**src/rtl/micro_seq_pkg.sv**
```systemverilog
// micro_seq_pkg: shared encodings for the micro-sequencer slice.
//   OP_*  : 3-bit sequencing operations carried by each microinstruction
//   CC_*  : 4-bit branch condition selects evaluated by micro_cond_eval
//   F*    : bit positions of the latched ALU flags inside the {z,n,c,w} vector
package micro_seq_pkg;

   localparam logic [2:0] OP_NEXT  = 3'd0;
   localparam logic [2:0] OP_JUMP  = 3'd1;
   localparam logic [2:0] OP_BCOND = 3'd2;
   localparam logic [2:0] OP_CALL  = 3'd3;
   localparam logic [2:0] OP_RET   = 3'd4;
   localparam logic [2:0] OP_HALT  = 3'd5;

   localparam logic [3:0] CC_ALWAYS = 4'd0;
   localparam logic [3:0] CC_Z      = 4'd1;
   localparam logic [3:0] CC_NZ     = 4'd2;
   localparam logic [3:0] CC_N      = 4'd3;
   localparam logic [3:0] CC_NN     = 4'd4;
   localparam logic [3:0] CC_C      = 4'd5;
   localparam logic [3:0] CC_NC     = 4'd6;
   localparam logic [3:0] CC_W      = 4'd7;
   localparam logic [3:0] CC_NW     = 4'd8;
   localparam logic [3:0] CC_SLT    = 4'd9;
   localparam logic [3:0] CC_SGE    = 4'd10;
   localparam logic [3:0] CC_ULT    = 4'd11;
   localparam logic [3:0] CC_UGE    = 4'd12;
   localparam logic [3:0] CC_SLE    = 4'd13;
   localparam logic [3:0] CC_SGT    = 4'd14;
   localparam logic [3:0] CC_NEVER  = 4'd15;

   localparam int unsigned FZ = 3;
   localparam int unsigned FN = 2;
   localparam int unsigned FC = 1;
   localparam int unsigned FW = 0;

endpackage

```
**src/rtl/micro_cond_eval.sv**
```systemverilog
// micro_cond_eval: combinational branch-condition evaluator.
//   flags : latched {z,n,c,w}
//   cond  : condition select (CC_* encodings)
//   true  : 1 when the selected condition holds
module micro_cond_eval
   import micro_seq_pkg::*;
(
   input  logic [3:0] flags,
   input  logic [3:0] cond,
   output logic       true
);

   logic z, n, c, w, lt;

   assign z  = flags[FZ];
   assign n  = flags[FN];
   assign c  = flags[FC];
   assign w  = flags[FW];
   // signed less-than: sign of the result corrected by overflow
   assign lt = n ^ w;

   always_comb begin
      true = 1'b0;
      case (cond)
         CC_ALWAYS: true = 1'b1;
         CC_Z:      true = z;
         CC_NZ:     true = ~z;
         CC_N:      true = n;
         CC_NN:     true = ~n;
         CC_C:      true = c;
         CC_NC:     true = ~c;
         CC_W:      true = w;
         CC_NW:     true = ~w;
         CC_SLT:    true = lt;
         CC_SGE:    true = ~lt;
         CC_ULT:    true = ~c;
         CC_UGE:    true = c;
         CC_SLE:    true = z | lt;
         CC_SGT:    true = ~z & ~lt;
         CC_NEVER:  true = 1'b0;
         default:   true = 1'b0;
      endcase
   end

endmodule

```
**src/rtl/micro_sequencer.sv**
```systemverilog
// micro_sequencer: microprogram counter with flag register, conditional
// branching and a small return stack.
//   clock, reset_n          : rising-edge clock, async active-low reset
//   z_in/n_in/c_in/w_in     : ALU flags, latched when flag_we=1 and not stalled
//   op, cond, target        : current microinstruction sequencing fields
//   stall                   : freezes upc/stack/taken and flag loading
//   upc                     : current micro-address
//   flags                   : latched {z,n,c,w}
//   taken                   : 1 in the cycle after a redirect
//   halted, err             : sticky halt and stack over/underflow
module micro_sequencer
   import micro_seq_pkg::*;
#(
   parameter int unsigned UAW    = 8,
   parameter int unsigned SDEPTH = 4
)
(
   input  logic           clock,
   input  logic           reset_n,
   input  logic           z_in,
   input  logic           n_in,
   input  logic           c_in,
   input  logic           w_in,
   input  logic           flag_we,
   input  logic [2:0]     op,
   input  logic [3:0]     cond,
   input  logic [UAW-1:0] target,
   input  logic           stall,
   output logic [UAW-1:0] upc,
   output logic [3:0]     flags,
   output logic           taken,
   output logic           halted,
   output logic           err
);

   // sp runs 0..SDEPTH, so it needs one bit more than the stack index
   localparam int unsigned IW  = $clog2(SDEPTH);
   localparam int unsigned SPW = IW + 1;
   localparam logic [SPW-1:0] SP_FULL = SPW'(SDEPTH);

   logic [UAW-1:0] stack_mem [SDEPTH];
   logic [SPW-1:0] sp, sp_inc, sp_dec, sp_next;
   logic [UAW-1:0] upc_inc, upc_next;
   logic           cond_true, advance, push, halt_req, err_set, taken_next;

   micro_cond_eval u_cond (
      .flags (flags),
      .cond  (cond),
      .true  (cond_true)
   );

   assign upc_inc = upc + UAW'(1);
   assign sp_inc  = sp + SPW'(1);
   assign sp_dec  = sp - SPW'(1);
   assign advance = ~stall & ~halted;

   always_comb begin
      upc_next   = upc_inc;
      sp_next    = sp;
      taken_next = 1'b0;
      push       = 1'b0;
      halt_req   = 1'b0;
      err_set    = 1'b0;
      case (op)
         OP_JUMP: begin
            upc_next   = target;
            taken_next = 1'b1;
         end
         OP_BCOND: begin
            if (cond_true) begin
               upc_next   = target;
               taken_next = 1'b1;
            end
         end
         OP_CALL: begin
            // a full stack degrades the call to NEXT and flags the error
            if (sp == SP_FULL) begin
               err_set = 1'b1;
            end else begin
               push       = 1'b1;
               sp_next    = sp_inc;
               upc_next   = target;
               taken_next = 1'b1;
            end
         end
         OP_RET: begin
            if (sp == '0) begin
               err_set = 1'b1;
            end else begin
               sp_next    = sp_dec;
               upc_next   = stack_mem[sp_dec[IW-1:0]];
               taken_next = 1'b1;
            end
         end
         OP_HALT: begin
            upc_next = upc;
            halt_req = 1'b1;
         end
         default: ;
      endcase
   end

   always_ff @(posedge clock or negedge reset_n) begin
      if (!reset_n) begin
         upc    <= '0;
         flags  <= '0;
         sp     <= '0;
         taken  <= 1'b0;
         halted <= 1'b0;
         err    <= 1'b0;
      end else begin
         // flags keep loading while halted; only stall blocks them
         if (!stall && flag_we) begin
            flags[FZ] <= z_in;
            flags[FN] <= n_in;
            flags[FC] <= c_in;
            flags[FW] <= w_in;
         end
         if (advance) begin
            upc   <= upc_next;
            sp    <= sp_next;
            taken <= taken_next;
            if (halt_req) halted <= 1'b1;
            if (err_set)  err    <= 1'b1;
         end
      end
   end

   // stack contents need no reset; sp alone defines what is valid
   always_ff @(posedge clock) begin
      if (advance && push) stack_mem[sp[IW-1:0]] <= upc_inc;
   end

endmodule
```
**config.mk**
```make
export PLATFORM = sky130hd
export DESIGN_NAME = micro_sequencer
export DESIGN_NICKNAME = d
export VERILOG_FILES = /design/src/rtl/micro_seq_pkg.sv /design/src/rtl/micro_cond_eval.sv /design/src/rtl/micro_sequencer.sv
export SDC_FILE = /design/constraint.sdc
export NUM_CORES = 1
export LEC_CHECK = 0
export CORE_ASPECT_RATIO = 0.9
export CORE_UTILIZATION = 57
export CTS_BUF_LIST = sky130_fd_sc_hd__clkbuf_4 sky130_fd_sc_hd__clkbuf_8
export DETAILED_ROUTE_END_ITERATION = 10
export GPL_TIMING_DRIVEN = 1
export HOLD_SLACK_MARGIN = 0.15
export PLACE_DENSITY_LB_ADDON = 0.08
export SLEW_MARGIN = 40
export SYNTH_ARGS = -nofsm -noshare
export SYNTH_HDL_FRONTEND = slang
export SYNTH_SLANG_ARGS = --single-unit
```
**constraint.sdc**
```tcl
create_clock -name clock -period 3.5 [get_ports clock]
set_clock_uncertainty 0.2 [all_clocks]
set_input_delay 0.7 -clock clock [delete_from_list [all_inputs] [get_ports clock]]
set_output_delay 0.7 -clock clock [all_outputs]
set_load 0.1 [all_outputs]
```
==> qor.yml <==
final_layout:
  final_layout_size_suffix_gt1_share_pct: 19.6
  n_fill_cell: 348
  fin_nets: 300
  num_antenna_cells: 0
  syn2layout_area_growth_pct: 19.3
  layout.cells.non_filler: 333
logic_synthesis:
  synth.avg_cell_area_sq_um: 12.1
  synth-seq-area-share_pct: 51.3
  synth-warning-count: 0
  synth.most_common_cell: "edfxtp_1"
  synthFlopType: "edfxtp_1"
  synth-seq-cells: 50
  synth_top_area_share_pct: 34.9
  synthTopCellsByArea: "edfxtp_1, dfrtp_1, mux4_2"
  synthArstFlopShare_pct: 36.0
  yosysTopAreaCell: "edfxtp_1"
  yosys-top-cells-count: "edfxtp_1, dfrtp_1, nand2_1"
  syn_area_sq_um: 2750
  ys_types: 53
  syn-num-nets: 258
  synth_edf_count: 32
  synthCells: 228
clock_tree:
  clock_latency_ns: 0.30
  clockBufferDepth: 2
  cts_tree: "built"
  clk_pin_slew_ns: 0.09
  cts_root_buf: "clkbuf_8"
  cts_setup_buffers: 0
  cts-resized-gates: 0
  numCtsBuffers: 5
  cts_hold_buffers: 1
  htreeDepth: 2
  clock_sinks: 50
detailed_routing:
  routed_wl_um: 6150
  vias_per_cell: 6.18
  post_drt_wl_per_cell_um: 18.5
  vias: 2057
  drc: 0
  drt_iter0_drc: 112
  ant_nets: 0
  first_pass_iters: 4
min_path:
  holdPathEnd: "err"
  hold_path_depth: 1
  hold_class: "register to register"
  min_from: "err"
global_routing:
  grt_overflow_total: 0
  grt_pass1_vias: 2016
  grt_pass1_wl_um: 9930
  antenna_found_initial: 0
  grt_max_degree: 19
  grtUsageTotal_pct: 27.2
power_and_ir_drop:
  combPwrFrac_pct: 50.8
  power.switching_mw: 1.20
  p_int_mw: 1.45
  p_seq_share_pct: 33.8
  leakagePower_nw: 1.22
  power_mw: 2.65
  swShare_pct: 45.2
  ir_worst_vdd_uv: 436
  p_clk_share_pct: 15.4
  power.density_nw_per_um2: 806
floorplanning:
  pin_count: 38
  start_util_pct: 60.5
  coreArea_sq_um: 4550
  die_width_um: 75.3
  die_h_um: 67.9
  dieArea_sq_um: 5110
  row_count: 23
sta:
  worst_slew_pin_slew_ns: 0.664
  fin_setup_tns_ns: 0
  grt_setup_unrepaired: "no"
  max-slew-margin-rel_pct: 55.6
  period_minus_slack_ns: 2.85
  fin_crit_sh_pct: 81.5
  setup_viol: 0
  hold_viol_final: 0
  clock.fmax_mhz: 350
  slew_violations: 0
placed_design:
  port_buffers: 37
  placed_cells: 324
  gp_congestion: 0.870
  place_hpwl_um: 4470
setup_path:
  worstReg2RegEnd: "taken"
  cp-startpoint: "cond[3]"
  arrival_ns: 2.84
  worst-endpoint-required_ns: 3.49
  reg2reg_from: "flags[2]"
  startpoint_type: "input pin"
  ff2ff_path_depth: 6
  path_max_fanout: 11
  path_class: "input pin to register"
  endpoint_kind: "register"
  r2r_slack_ns: 1.18
job:
  max_cap_violations: 0
status:
  outcome: "finished, final reports clean"
[cell usage in the layout, fill, tap and decap left out, types with 6 or more instances in the layout]
master / Yosys / final
edfxtp_1: 32 / 32
inv_1: 6 / 6
nand2_1: 16 / 16
nand2b_1: 6 / 6
a31oi_1: 6 / 6
xnor2_1: 6 / 6
buf_4: 2 / 23
o21ai_0: 8 / 8
o22ai_1: 7 / 7
a21oi_1: 7 / 7
dfrtp_1: 18 / 18
mux4_2: 8 / 8
ha_1: 7 / 7
clkdlybuf4s50_1: 0 / 21
nor2_1: 15 / 15
and2_1: 6 / 6
[stage by stage]
stage                     hold WS [ns]  utilization [%]  worst slack, ns  instance area, sq um
after floorplan                  0.204                -            0.672                  2750
after global placement           0.244             69.6            0.393                  3170
after detailed placement         0.255             69.5            0.360                  3160
after CTS                        0.277             72.2            0.668                  3280
after global routing             0.289             72.2            0.565                  3280
final                            0.269             72.2            0.646                  3280
[per-layer routing]
layer	track usage [%]	share of wire [%]
met2	45.6	49
met1	35.5	42
met3	5.45	6.4
met4	9.26	2.1
met5	0	0
[final cells by class]
cell class,instances,area (sq um),share of cell area [%]
inverters,6,22.5,0.686
well taps,62,77.6,2.36
flip-flops and latches,50,1410,43.0
clock inverters,3,45.0,1.37
repair buffers,46,398,12.1
clock buffers,5,68.8,2.10
multi-input cells,161,1260,38.4
[worst max-delay path by stage]
stage	to	slack, ns	cells past startpoint
finish	taken	0.65	7
global route	taken	0.56	7
CTS	taken	0.67	7
detailed placement	taken	0.36	7
global placement	taken	0.39	7
floorplan	upc[3]	0.67	8
[power by group through the flow]
stage | Sequential (mW) | Clock [mW] | Combinational, mW
finish | 0.896 | 0.407 | 1.34
global route | 0.910 | 0.433 | 1.44
CTS | 0.897 | 0.413 | 1.35
detailed placement | 0.909 | 0 | 1.34
global placement | 0.905 | 0 | 1.32
floorplan | 1.31 | 0 | 0.596
[sequential cells by signal, summed over array words and instances, names as in the netlist]
name and count:
sp 3, taken 1, err 1, upc 8, stack_mem 32, flags 4
halted 1
[kinds of logic after synthesis]
logic type,share of synthesized area (%)
simple gates,13.5
compound gates,14.8
flops,51.3
mux,11.1
buf+inv,2.91
xor+xnor,3.18
fa+ha+maj,3.18
[worst max-delay path, stage by stage]
cell             delay (ns)
clkdlybuf4s50_1        0.62
and3b_1                0.21
o211ai_1               0.17
o211ai_1               0.13
or3_4                  0.48
o211a_1                0.26
mux2_2                 0.26
Power figures use the tool's default switching activity.
